===== src/rtl/seq_div_pkg.sv =====
// Shared arithmetic definitions for the sequential divider.
// FSM state encoding and counter sizing helper.
package seq_div_pkg;

   typedef enum logic [1:0] {
      IDLE,
      BUSY,
      DONE
   } state_t;

   function automatic int cnt_width(input int width);
      return (width < 2) ? 1 : $clog2(width);
   endfunction

endpackage


===== src/rtl/seq_div_lcs.sv =====
// Ripple-borrow subtractor: d = a - b - bi, bo = borrow out.
// Same generate/propagate chain shape as the ripple-carry adder.
module lcs #(
   parameter int WIDTH = 4
) (
   input  logic [WIDTH-1:0] a,
   input  logic [WIDTH-1:0] b,
   input  logic             bi,
   output logic [WIDTH-1:0] d,
   output logic             bo
);

   logic [WIDTH:0]   c;
   logic [WIDTH-1:0] g;
   logic [WIDTH-1:0] p;

   assign c[0] = bi;

   genvar i;
   generate
      for (i = 0; i < WIDTH; i++) begin : g_bit
         assign g[i]   = ~a[i] & b[i];
         assign p[i]   = ~(a[i] ^ b[i]);
         assign d[i]   = a[i] ^ b[i] ^ c[i];
         assign c[i+1] = g[i] | (p[i] & c[i]);
      end
   endgenerate

   assign bo = c[WIDTH];

endmodule


===== src/rtl/seq_div.sv =====
// Multi-cycle unsigned restoring divider, one quotient bit per cycle.
// Valid/ready handshakes on operand and result sides.
module seq_div
   import seq_div_pkg::*;
#(
   parameter int WIDTH = 4
) (
   input  logic             clk,
   input  logic             rst,
   input  logic             in_valid,
   output logic             in_ready,
   input  logic [WIDTH-1:0] dividend,
   input  logic [WIDTH-1:0] divisor,
   output logic             out_valid,
   input  logic             out_ready,
   output logic [WIDTH-1:0] quotient,
   output logic [WIDTH-1:0] remainder,
   output logic             div_by_zero
);

   localparam int CW = cnt_width(WIDTH);

   state_t           state;
   state_t           state_nx;
   logic [WIDTH-1:0] d_reg;
   logic [WIDTH-1:0] q_reg;
   logic [WIDTH:0]   rem_reg;
   logic [WIDTH:0]   shifted;
   logic [WIDTH:0]   trial;
   logic [CW-1:0]    cnt;
   logic             dbz;
   logic             borrow;
   logic             accept;
   logic             zero_div;
   logic             last;

   assign in_ready  = (state == IDLE);
   assign out_valid = (state == DONE);
   assign accept    = in_valid & in_ready;
   assign zero_div  = (divisor == '0);
   assign last      = (cnt == CW'(WIDTH - 1));

   // Partial remainder shifted left, next dividend bit brought in.
   assign shifted = (rem_reg << 1)
                  | {{WIDTH{1'b0}}, q_reg[WIDTH-1]};

   lcs #(
      .WIDTH(WIDTH + 1)
   ) u_sub (
      .a  (shifted),
      .b  ({1'b0, d_reg}),
      .bi (1'b0),
      .d  (trial),
      .bo (borrow)
   );

   always_ff @(posedge clk) begin
      if (rst) state <= IDLE;
      else     state <= state_nx;
   end

   always_comb begin
      state_nx = state;
      unique case (state)
         IDLE: if (in_valid) state_nx = zero_div ? DONE : BUSY;
         BUSY: if (last)      state_nx = DONE;
         DONE: if (out_ready) state_nx = IDLE;
         default:             state_nx = IDLE;
      endcase
   end

   always_ff @(posedge clk) begin
      if (rst) begin
         d_reg   <= '0;
         q_reg   <= '0;
         rem_reg <= '0;
         cnt     <= '0;
         dbz     <= 1'b0;
      end else if (accept) begin
         d_reg <= divisor;
         cnt   <= '0;
         dbz   <= zero_div;
         if (zero_div) begin
            q_reg   <= '1;
            rem_reg <= {1'b0, dividend};
         end else begin
            q_reg   <= dividend;
            rem_reg <= '0;
         end
      end else if (state == BUSY) begin
         rem_reg <= borrow ? shifted : trial;
         q_reg   <= {q_reg[WIDTH-2:0], ~borrow};
         cnt     <= cnt + 1'b1;
      end
   end

   assign quotient    = q_reg;
   assign remainder   = rem_reg[WIDTH-1:0];
   assign div_by_zero = dbz;

endmodule


===== config.mk =====
export PLATFORM = sky130hd
export DESIGN_NAME = seq_div
export DESIGN_NICKNAME = d
export VERILOG_FILES = /design/src/rtl/seq_div_pkg.sv /design/src/rtl/seq_div_lcs.sv /design/src/rtl/seq_div.sv
export SDC_FILE = /design/constraint.sdc
export NUM_CORES = 1
export LEC_CHECK = 0
export CAP_MARGIN = 10
export CORE_UTILIZATION = 47
export DETAILED_ROUTE_END_ITERATION = 10
export GPL_TIMING_DRIVEN = 0
export HOLD_SLACK_MARGIN = 0.12
export PLACE_DENSITY_LB_ADDON = 0.25
export RECOVER_POWER = 100
export SYNTH_ARGS = -nofsm -noshare
export SYNTH_HDL_FRONTEND = slang
export SYNTH_SLANG_ARGS = --single-unit

===== constraint.sdc =====
create_clock -name clk -period 3.75 [get_ports clk]
set_input_delay 0.375 -clock clk [delete_from_list [all_inputs] [get_ports clk]]
set_output_delay 0.375 -clock clk [all_outputs]
set_load 0.02 [all_outputs]

==> impl_metrics.ini, run 1 <==
[run_status]
outcome = completed

[detailed_routing]
viasPerCell = 5.46
routed_wl_um = 1980
vias = 781
drc = 0
drtAntennaViolNets = 0
drtIter0Drc = 14
drt-wirelength-per-cell_um = 13.8
drt_pass1_iterations = 4

[power]
p_switching_mw = 0.139
p_total_mw = 0.437
power_frac_clock_pct = 23.8
leakage_nw = 0.463
vdd_ir_drop_max_mv = 0.209
p_sw_share_pct = 31.8
p_per_area_mw_per_mm2 = 384
p_seq_share_pct = 47.1
combPwrFrac_pct = 29.0
p_int_mw = 0.298

[yosys]
synth_cells = 92
synth_edf_count = 0
synth_common_cells = dfxtp_1, nor2_1, a21oi_1, inv_1, mux2i_1
ys_seq_area_share_pct = 38.6
synth.distinct_cells = 29
synth-main-ff-cell = dfxtp_1
yosysTopAreaCellShare_pct = 38.6
netlist_area_um2 = 881
yosysTopAreaCell = dfxtp_1
ys_ff_latch = 17
syn-num-nets = 109
async_flop_share_pct = 0
yosys_warnings = 0
synth.most_common_cell = dfxtp_1
synth_area_leaders = dfxtp_1, fa_1, nor2_1
syn_avg_cell_area_um2 = 9.57

[worst_setup_path]
cp.required_ps = 3950
r2r-end = rem_reg[1]$_SDFFE_PP0P_
reg2reg_from = quotient[3]$_SDFFE_PP0P_
critPathCaptureType = flip-flop
critPathMaxFanout = 4
cp-startpoint = quotient[3]$_SDFFE_PP0P_
rr_worst_depth = 8
reg2reg_slack_ps = 880
endpoint = rem_reg[1]$_SDFFE_PP0P_
critPathKind = reg2reg
startpoint_type = flip-flop
cp.arrival_ps = 3070

[sta]
hold_slack_ps = 464
hold_violations = 0
worst_pin_slew_ps = 1430
fin_ws_ps = 876
fin_setup_tns_ps = 0
skew_ps = 3.00
finalCriticalPeriod_ps = 2870
setup_viol = 0
slew_viol_final = 0
relSlewSlack_pct = 3.50
max_freq_mhz = 348
rsz0062_at_grt = no
min_period_over_period_pct = 76.6

[placement]
dp_cells = 139
postPlaceCellArea_mm2 = 0.00113
dp.final_hpwl_um = 1510
pre_cts_ws_ps = 910
gp_congestion = 0.821
portBuffers = 22

[floorplanning]
coreArea_mm2 = 0.00175
die_w_um = 45.3
pin_count = 23
dieArea_mm2 = 0.00205
die_h_um = 45.3
start_util_pct = 50.5
rows = 15

[global_route]
grt_use_total_pct = 22.3
antenna_found_initial = 0
overflow = 0
grt_pass1_vias = 735
grt_pass1_wl_um = 3170
grt_max_degree = 11

[run]
cap_violations = 0

[cells_and_area]
register_area_um2 = 340
area_growth_pct = 29.3
nNetsFinal = 136
design_area_mm2 = 0.00114
fill_cells = 158
multi_input_area_um2 = 482
diodes = 0
drive_above_1_share_pct = 8.47
instances_no_fill = 143
utilization_pct = 65.2

[clocking]
insertion_delay_ps = 300
cts_buffers = 3
numClockSinks = 17
cts_hold_buffers = 0
clk_path_buf_depth = 2
post_cts_resize_count = 0
cts_tree = done
cts_setup_buffers = 0
cts-root-buf = clkbuf_4
htreeDepth = 1
cts.clk_slew.worst_paths_ps = 100

[hold_path]
min_from = div_by_zero$_SDFFE_PP0P_
hp-class = reg2reg
worstHoldPathCells = 2
## logic make-up after synthesis
kind of cell	after synthesis	synth area share (%)
flops	17	38.6
mux	9	10.8
fa+ha+maj	5	9.66
simple gates	32	19.5
buf+inv	10	4.55
compound gates	19	16.9
## layer usage
metal  vias up  routed length (µm)  track usage, %
li1        379                   -               -
met1       372                 895            26.4
met2        25                 962            36.8
met3         5                  66            2.80
met4         0                  51            16.4
met5         -                   0               0
## critical path, cell delays in order (launching register included)
cell and delay, ps:
dfxtp_1 360, inv_1 80, ha_1 210, fa_1 410
fa_1 400, fa_1 400, nand2b_1 190, mux2_2 370
a2111oi_0 360
## cells in the final DEF (no fill, tap or decap), types with 4 or more instances in the layout
master,count
clkdlybuf4s50_1,8
inv_1,6
clkbuf_1,4
nor3_1,4
a2111oi_0,5
nor2_1,16
dfxtp_1,17
a21oi_1,6
mux2i_1,5
dlygate4sd3_1,14
## layout make-up
class | instances | share of cell area [%]
buffer | 4 | 1.43
clock buffer | 4 | 2.31
inverter | 6 | 1.98
multi-input combinational | 65 | 42.3
sequential | 17 | 29.9
tap | 25 | 2.75
timing repair buffer | 22 | 19.3
## worst min path at each step
stage / end / slack, ps
floorplan: rem_reg[3]$_SDFFE_PP0P_ / 450
global placement: div_by_zero$_SDFFE_PP0P_ / 450
detailed placement: div_by_zero$_SDFFE_PP0P_ / 460
CTS: div_by_zero$_SDFFE_PP0P_ / 470
global route: div_by_zero$_SDFFE_PP0P_ / 500
finish: div_by_zero$_SDFFE_PP0P_ / 460
## power groups by stage
stage / registers [mW] / logic (mW) / clock network (mW)
2_1_floorplan: 0.220 / 0.0711 / 0
3_3_place_gp: 0.209 / 0.132 / 0
3_5_place_dp: 0.211 / 0.135 / 0
4_1_cts: 0.206 / 0.137 / 0.104
5_1_grt: 0.208 / 0.141 / 0.107
6_report: 0.206 / 0.127 / 0.104
Note: power is estimated with default switching activity, not from simulation.
==> run 2: changes to the inputs <==
==> constraint.sdc (replaced) <==
create_clock -name clk -period 3 [get_ports clk]
set_input_delay 0.3 -clock clk [delete_from_list [all_inputs] [get_ports clk]]
set_output_delay 0.3 -clock clk [all_outputs]
set_load 0.02 [all_outputs]
==> impl_metrics.ini, run 2 (synthesis gave the netlist of run 1 again) <==
[run_status]
outcome = complete, but fails checks
violations = capacitance limit

[sta]
fin_setup_tns_ps = 0
hold_violations = 0
skew_ps = 1.46
relSlewSlack_pct = 1.39
finalCriticalPeriod_ps = 2850
hold_slack_ps = 463
min_period_over_period_pct = 95.1
max_freq_mhz = 351
rsz0062_at_grt = no
slew_viol_final = 0
worst_pin_slew_ps = 1470
setup_viol = 0

[floorplanning]
pin_count = 23
dieArea_mm2 = 0.00205
coreArea_mm2 = 0.00175
die_w_um = 45.3
die_h_um = 45.3
start_util_pct = 50.5
rows = 15

[cells_and_area]
layout_commonest_cell = dfxtp_1
drive_above_1_share_pct = 9.32
area_growth_pct = 30.3
instances_no_fill = 143
final_cell_mix = dfxtp_1, nor2_1, dlygate4sd3_1
diodes = 0
nNetsFinal = 136

[global_route]
overflow = 0
grt_max_degree = 11
grt_pass1_vias = 735
grt_use_total_pct = 22.3
antenna_found_initial = 0
grt_pass1_wl_um = 3170

[detailed_routing]
viasPerCell = 5.44
drtAntennaViolNets = 0
drc = 0
drt_pass1_iterations = 4
drt-wirelength-per-cell_um = 14.2
routed_wl_um = 2030
vias = 778
drtIter0Drc = 21

[worst_setup_path]
critPathKind = reg2reg
cp.arrival_ps = 3060
critPathMaxFanout = 4
path_cells = inv_1 -> ha_1 -> fa_1 -> fa_1 -> fa_1 -> nand2b_4 -> mux2_2 -> a2111oi_2
cp_slowest_cell = fa_1
cp.required_ps = 3200
crit_top_cell = fa_1
critPathCaptureType = flip-flop
slowest_delay_ps = 460
startpoint_type = flip-flop

[power]
leakage_nw = 0.462
p_per_area_mw_per_mm2 = 483
vdd_ir_drop_max_mv = 0.270

[placement]
dp.final_hpwl_um = 1510
portBuffers = 22
gp_congestion = 0.821
dp_cells = 139

[clocking]
cts_tree = done
clk_path_buf_depth = 2
cts_buffers = 3
htreeDepth = 1
insertion_delay_ps = 300
post_cts_resize_count = 0
cts.clk_slew.worst_paths_ps = 100
cts_setup_buffers = 0
numClockSinks = 17
cts_hold_buffers = 0
cts-root-buf = clkbuf_4

[hold_path]
hp-class = reg2reg

[run]
cap_violations = 1
run 2: cell type report:
class	count	area, µm²
Buffer	4	15.0
Clock buffer	4	26.3
Fill cell	158	598
Inverter	6	22.5
Multi-Input combinational cell	65	492
Sequential cell	17	340
Tap cell	25	31.3
Timing Repair Buffer	22	220
run 2: per-stage QoR:
stage               worst slack [ps]  instance area, µm²  util (%)  total power [mW]
finish                           147                1150      65.7             0.554
global route                    3.92                1150      65.7             0.577
CTS                              118                1160      66.4             0.558
detailed placement               160                1130      64.9             0.432
global placement                 195                1130      64.9             0.427
floorplan                        215                 881         -             0.364
run 2: critical path, delay by kind of cell (launching register included):
kind	cells	cell delay, ps
adders and majority gates	4	1470
DFF	1	360
AOI/OAI and AO/OA	1	360
muxes	1	350
and+or+nand+nor	1	130
buffers and inverters	1	80
run 2: final timing paths:
path | start | cells after the start | slack (ps) | to
worst max-delay path | quotient[3]$_SDFFE_PP0P_ | 8 | 150 | rem_reg[3]$_SDFFE_PP0P_
worst min-delay path | div_by_zero$_SDFFE_PP0P_ | 2 | 460 | div_by_zero$_SDFFE_PP0P_
worst max register to register | quotient[3]$_SDFFE_PP0P_ | 8 | 150 | rem_reg[3]$_SDFFE_PP0P_
worst min register to register | div_by_zero$_SDFFE_PP0P_ | 2 | 460 | div_by_zero$_SDFFE_PP0P_
run 2: report_power, final:
group / internal, mW / leakage, nW / switching [mW]
clock: 0.0520 / 0.0150 / 0.0780
combinational: 0.0807 / 0.307 / 0.0858
sequential: 0.244 / 0.140 / 0.0133
run 2: layer usage:
metal  vias up  routed length [µm]  global-route usage, %
li1        380                   -                      -
met4         0                  45                   16.4
met5         -                   0                      0
met1       371                 918                   26.4
met2        22                 988                   36.8
met3         5                  73                   2.80
